## config.mk

```make
export PLATFORM = sky130hd
export DESIGN_NAME = zone_timer_scheduler
export DESIGN_NICKNAME = d
export VERILOG_FILES = /design/src/rtl/zone_timer_scheduler.sv
export SDC_FILE = /design/constraint.sdc
export NUM_CORES = 1
export LEC_CHECK = 0
export BUFFER_PORTS_ARGS = -buffer_cell sky130_fd_sc_hd__buf_4
export CAP_MARGIN = 40
export CORE_UTILIZATION = 50
export DETAILED_ROUTE_END_ITERATION = 10
export PLACE_DENSITY_LB_ADDON = 0.08
export SLEW_MARGIN = 25
export SYNTH_ARGS = -nofsm -noshare
export SYNTH_HDL_FRONTEND = slang
export SYNTH_SLANG_ARGS = --single-unit
```

## constraint.sdc

```tcl
create_clock -name clk_in -period 6.2 [get_ports clk_in]
set_input_delay 0.93 -clock clk_in [delete_from_list [all_inputs] [get_ports clk_in]]
set_output_delay 0.93 -clock clk_in [all_outputs]
set_load 0.01 [all_outputs]
```

## src/rtl/zone_timer_scheduler.sv

```systemverilog
// Round-robin shared interval timer: one zone at a time owns a prescaled tick counter
// loaded from its duration; expiry pulses that zone's done line, dropping req aborts.
module zone_timer_scheduler #(
   parameter int N_REQ    = 4,
   parameter int DUR_W    = 8,
   parameter int TICK_DIV = 50_000_000
) (
   input  logic                       clk_in,
   input  logic                       rst,
   input  logic [N_REQ-1:0]           req,
   input  logic [N_REQ*DUR_W-1:0]     dur,
   output logic [N_REQ-1:0]           grant,
   output logic [N_REQ-1:0]           done,
   output logic                       busy,
   output logic [$clog2(N_REQ)-1:0]   active_id,
   output logic                       tick
);

   localparam int ID_W = $clog2(N_REQ);
   localparam int PS_W = $clog2(TICK_DIV);
   localparam logic [PS_W-1:0] PS_MAX = PS_W'(TICK_DIV - 1);

   typedef enum logic [1:0] {
      S_IDLE,
      S_RUN,
      S_DONE
   } state_t;

   state_t                state_q, state_nx;
   logic [DUR_W-1:0]      remaining_q, remaining_nx;
   logic [PS_W-1:0]       prescale_q, prescale_nx;
   logic [ID_W-1:0]       last_q, last_nx;
   logic [ID_W-1:0]       active_nx;
   logic [N_REQ-1:0]      grant_nx, done_nx;
   logic                  busy_nx, tick_nx;
   logic [ID_W:0]         pick;
   logic                  tick_hit;

   // Returns {found, index}: first set request searching upward from last+1, wrapping.
   function automatic logic [ID_W:0] rr_pick(input logic [N_REQ-1:0] r,
                                             input logic [ID_W-1:0]  last);
      logic            found;
      logic [ID_W-1:0] sel;
      found = 1'b0;
      sel   = '0;
      for (int k = 1; k <= N_REQ; k++) begin
         int idx;
         idx = (int'(last) + k) % N_REQ;
         if (!found && r[idx]) begin
            found = 1'b1;
            sel   = ID_W'(idx);
         end
      end
      return {found, sel};
   endfunction

   always_comb begin
      state_nx     = state_q;
      remaining_nx = remaining_q;
      prescale_nx  = prescale_q;
      last_nx      = last_q;
      active_nx    = active_id;
      grant_nx     = '0;
      done_nx      = '0;
      pick         = rr_pick(req, last_q);
      tick_hit     = (prescale_q == PS_MAX);

      case (state_q)
         S_IDLE: begin
            if (pick[ID_W]) begin
               state_nx     = S_RUN;
               active_nx    = pick[ID_W-1:0];
               remaining_nx = dur[int'(pick[ID_W-1:0])*DUR_W +: DUR_W];
               prescale_nx  = '0;
               grant_nx[pick[ID_W-1:0]] = 1'b1;
            end
         end
         S_RUN: begin
            // Abort outranks expiry; a zero load expires on the first RUN edge.
            if (!req[active_id]) begin
               state_nx = S_IDLE;
               last_nx  = active_id;
            end else if ((remaining_q == '0) || (tick_hit && remaining_q == DUR_W'(1))) begin
               state_nx           = S_DONE;
               done_nx[active_id] = 1'b1;
            end else begin
               grant_nx[active_id] = 1'b1;
               if (tick_hit) begin
                  prescale_nx  = '0;
                  remaining_nx = remaining_q - 1'b1;
               end else begin
                  prescale_nx  = prescale_q + 1'b1;
               end
            end
         end
         S_DONE: begin
            state_nx = S_IDLE;
            last_nx  = active_id;
         end
         default: begin
            state_nx = S_IDLE;
         end
      endcase

      busy_nx = (state_nx != S_IDLE);
      tick_nx = (state_nx == S_RUN) && (prescale_nx == PS_MAX);
   end

   always_ff @(posedge clk_in or posedge rst) begin
      if (rst) begin
         state_q     <= S_IDLE;
         remaining_q <= '0;
         prescale_q  <= '0;
         last_q      <= ID_W'(N_REQ - 1);
         active_id   <= '0;
         grant       <= '0;
         done        <= '0;
         busy        <= 1'b0;
         tick        <= 1'b0;
      end else begin
         state_q     <= state_nx;
         remaining_q <= remaining_nx;
         prescale_q  <= prescale_nx;
         last_q      <= last_nx;
         active_id   <= active_nx;
         grant       <= grant_nx;
         done        <= done_nx;
         busy        <= busy_nx;
         tick        <= tick_nx;
      end
   end

endmodule

```

==> reports/qor_table.md <==
| Metric | This run |
|---|---|
| Die height | 83.1 um |
| Total Wirelength | 9690 um |
| Post-CTS repair timing setup buffer count | 0 |
| Highest clock rate | 292 MHz |
| I/O pin cnt | 50 |
| Period utilisation layout | 0.553 |
| Fraction of registers with async set/reset | 1.00 |
| Required time of the critical path | 6.44 ns |
| Post-synthesis cell count | 381 |
| CTS Hold Bufs | 0 |
| Hold Violations, Final | 0 |
| Clock buffer depth | 2 |
| R2r worst-path depth | 9 |
| Total CTS buffers | 5 |
| Area growth, synth to finish | 17.9% |
| Sequential share of the synthesized area | 0.381 |
| Clock network fraction of design power | 0.169 |
| Total power per unit cell area | 362 nW/um^2 |
| Routability congestion estimate | 1.04 |
| Class of the tightest hold or removal check | reg -> reg |
| Final #Nets | 471 |
| CTS Sinks | 50 |
| Data arrival time of the worst path | 3.67 ns |
| Total via count after detailed routing | 3368 |
| Slew at the pin closest to its max-slew limit | 0.837 ns |
| Startpoint of the worst setup timing path | prescale_q[0] |
| Portion of total power attributed to sequential cells | 0.332 |
| Iteration-0 DRC count of the detailed router | 360 |
| Sum of negative setup slack | 0 ns |
| Max_slew headroom | 0.438 |
| Effective utilization at floorplan | 0.518 |
| Via count normalized by instance count | 6.63 |
| Post-Syn Area per Cell | 8.64 sq um |
| Count of unique library cells instantiated by Yosys | 66 |
| Combinational cell fraction of total power | 0.499 |
| Global route overflow | 0 |
| Final number of max-transition violations | 0 |
| Netlist Area Pre-Place | 3290 sq um |
| Max-cap viol count | 0 |
| Maximum number of pins on one net before global-route repair | 29 |
| Clock input transition at the sequential cells of the worst setup and hold paths | 0.10 ns |
| Min Clock Period, post-route | 3.43 ns |
| FF+latch count, synth | 50 |
| Number of buffer cells added on primary ports | 49 |
| Half-perimeter wire length of the detailed placement result | 7240 um |
| Synthesized Nets | 422 |
| Initial antenna violation count | 0 |
| Clock root buffer | sky130_fd_sc_hd__clkbuf_8 |
| Tot GR Track Use | 0.286 |
| First-pass GRT wire length | 15600 um |
| Detailed-route DRC error count | 0 |
| Switching share of power | 0.451 |
| Clock latency on the worst-skew pair | 0.32 ns |
| Post-cts gate resize count | 0 |
| Number of antenna-violating nets in the routed design | 0 |
| End of the worst register-to-register path | tick |
| Setup repair after global routing missed its margin | false |
| # fillers | 578 |
| Final Total Pwr | 0.00141 W |
| Setup-violating endpoint count in the final report | 0 |
| Leakage power of the design | 1.66 nW |
| Vias in the first global route | 3117 |
| Type of destination of the critical path | register |
| Critical path startpoint category | register |
| Worst vdd rail ir drop | 0.000309 V |
| Crit Path Class | reg -> reg |
| Standard-cell row count | 29 |
| Switching pwr | 0.000633 W |
| Internal power | 0.000772 W |
| Worst clock skew | 0.0191 ns |
| Prevailing post-synth register cell | sky130_fd_sc_hd__dfrtp_1 |
| Top fanout value on the critical path | 12 |
| Register-to-register setup slack | 2.77 ns |
| Fraction of layout cells with a size suffix above 1 | 0.200 |
| Final routed wire length divided by cell count | 19.1 um |
| Number of enable flip-flop cells after synthesis | 0 |
| Die width | 83.1 um |
| Yosys warning count | 0 |
| Placeable core region | 6350 sq um |
| CTS tree | done |
| Die footprint | 6910 sq um |
| Diodes inserted | 0 |
| Drt first pass iters | 6 |
| Number of H-tree levels | 2 |
| Outcome | completed |
| Crit path capture | tick |
| FF-to-FF Start | prescale_q[0] |
## worst max-delay path, cell delays in order (launching register included)
cell	delay, ns
sky130_fd_sc_hd__dfrtp_1	0.40
sky130_fd_sc_hd__ha_1	0.31
sky130_fd_sc_hd__nand4_1	0.27
sky130_fd_sc_hd__or4_4	0.65
sky130_fd_sc_hd__or3_4	0.45
sky130_fd_sc_hd__a21oi_1	0.52
sky130_fd_sc_hd__a22o_1	0.26
sky130_fd_sc_hd__and4bb_2	0.22
sky130_fd_sc_hd__nand4_1	0.12
sky130_fd_sc_hd__nor3_2	0.16
## synthesized netlist by cell type (3+ instances only)
cell | number | area, sq um
sky130_fd_sc_hd__a31oi_1 | 9 | 56.3
sky130_fd_sc_hd__or2_2 | 3 | 18.8
sky130_fd_sc_hd__a21oi_1 | 24 | 120
sky130_fd_sc_hd__nor3_1 | 16 | 80.1
sky130_fd_sc_hd__ha_1 | 3 | 37.5
sky130_fd_sc_hd__inv_1 | 12 | 45.0
sky130_fd_sc_hd__nor2_1 | 29 | 109
sky130_fd_sc_hd__nand2b_1 | 7 | 43.8
sky130_fd_sc_hd__or3_1 | 3 | 18.8
sky130_fd_sc_hd__and4b_1 | 3 | 30.0
sky130_fd_sc_hd__nor4bb_1 | 3 | 30.0
sky130_fd_sc_hd__a32o_1 | 3 | 30.0
sky130_fd_sc_hd__o211ai_1 | 3 | 22.5
sky130_fd_sc_hd__o22ai_1 | 3 | 18.8
sky130_fd_sc_hd__nor4_1 | 10 | 62.6
sky130_fd_sc_hd__mux2i_1 | 11 | 110
sky130_fd_sc_hd__nand3_1 | 13 | 65.1
sky130_fd_sc_hd__o31ai_1 | 3 | 22.5
sky130_fd_sc_hd__nand4_1 | 9 | 56.3
sky130_fd_sc_hd__a211oi_1 | 16 | 120
sky130_fd_sc_hd__a21o_1 | 3 | 22.5
sky130_fd_sc_hd__o21ai_0 | 26 | 130
sky130_fd_sc_hd__clkbuf_1 | 10 | 37.5
sky130_fd_sc_hd__and2_1 | 4 | 25.0
sky130_fd_sc_hd__dfrtp_1 | 48 | 1200
sky130_fd_sc_hd__and3_1 | 9 | 56.3
sky130_fd_sc_hd__nor2b_1 | 8 | 50.1
sky130_fd_sc_hd__nand2_1 | 36 | 135
sky130_fd_sc_hd__a41oi_1 | 3 | 26.3
sky130_fd_sc_hd__nor4b_1 | 4 | 35.0
sky130_fd_sc_hd__or4_1 | 4 | 30.0
## power by group through the flow
stage,clock [W],combinational (W),sequential [W]
2_1_floorplan,0,0.000475,0.000459
3_3_place_gp,0,0.000664,0.000468
3_5_place_dp,0,0.000681,0.000472
4_1_cts,0.000239,0.000684,0.000467
5_1_grt,0.000251,0.000779,0.000479
6_report,0.000238,0.000701,0.000467
## flip-flops by register name, indices dropped and copies added, names as in the netlist
register and flops:
busy 1, done 4, active_id 2, last_q 2
grant 4, state_q 2, tick 1, remaining_q 8
prescale_q 26
## cell families after synthesis
family | Yosys count | synth area share
AND/OR/NAND/NOR | 176 | 0.304
adder cells (fa/ha/maj) | 3 | 0.0114
buffers and inverters | 26 | 0.0334
AO/OA/AOI/OAI | 111 | 0.221
multiplexers | 14 | 0.0471
XOR/XNOR | 1 | 0.00266
flip-flops | 50 | 0.381
## per-layer routing
| metal | vias up | track usage | wire [um] |
|---|---|---|---|
| met5 | - | 0 | 0 |
| met4 | 0 | 0.0878 | 191 |
| met3 | 26 | 0.0577 | 799 |
| met2 | 168 | 0.429 | 4330 |
| met1 | 1608 | 0.415 | 4370 |
| li1 | 1566 | - | - |
## cell type report
class,count,area [sq um],share of cell area
clock buffers,6,72.6,0.0187
clock inverters,2,37.5,0.00967
inverters,12,45.0,0.0116
multi-input cells,305,1940,0.500
flip-flops and latches,50,1250,0.323
well taps,77,96.3,0.0248
repair buffers,56,435,0.112
## stage by stage
step           hold slack [ns]   util  setup WS [ns]  cells  area (sq um)
3_5_place_dp             0.528  0.592           2.74    498          3760
6_report                 0.538  0.611           2.77    508          3880
3_3_place_gp             0.502  0.585           2.76    496          3720
2_1_floorplan            0.472      -           3.39    381          3290
5_1_grt                  0.544  0.611           2.58    508          3880
4_1_cts                  0.538  0.609           2.81    506          3870
## layout by cell type, fill, tap and decap left out, types with 8 or more instances in the layout
cell type                  netlist  layout
sky130_fd_sc_hd__a211oi_1       16      16
sky130_fd_sc_hd__a21oi_1        24      23
sky130_fd_sc_hd__a31oi_1         9       9
sky130_fd_sc_hd__and3_1          9       9
sky130_fd_sc_hd__buf_4           1      53
sky130_fd_sc_hd__dfrtp_1        48      48
sky130_fd_sc_hd__inv_1          12      11
sky130_fd_sc_hd__mux2i_1        11      11
sky130_fd_sc_hd__nand2_1        36      36
sky130_fd_sc_hd__nand3_1        13      13
sky130_fd_sc_hd__nand4_1         9       9
sky130_fd_sc_hd__nor2_1         29      29
sky130_fd_sc_hd__nor2b_1         8       8
sky130_fd_sc_hd__nor3_1         16      16
sky130_fd_sc_hd__nor4_1         10      10
sky130_fd_sc_hd__o21ai_0        26      26
## how the worst min path moves through the flow
stage	startpoint	to	slack [ns]	cells past startpoint
finish	prescale_q[21]	prescale_q[21]	0.54	1
global route	prescale_q[21]	prescale_q[21]	0.54	1
CTS	prescale_q[21]	prescale_q[21]	0.54	1
detailed placement	prescale_q[21]	prescale_q[21]	0.53	1
global placement	prescale_q[15]	prescale_q[15]	0.50	1
floorplan	prescale_q[15]	prescale_q[15]	0.47	1
(Power assumes the default switching activity.)
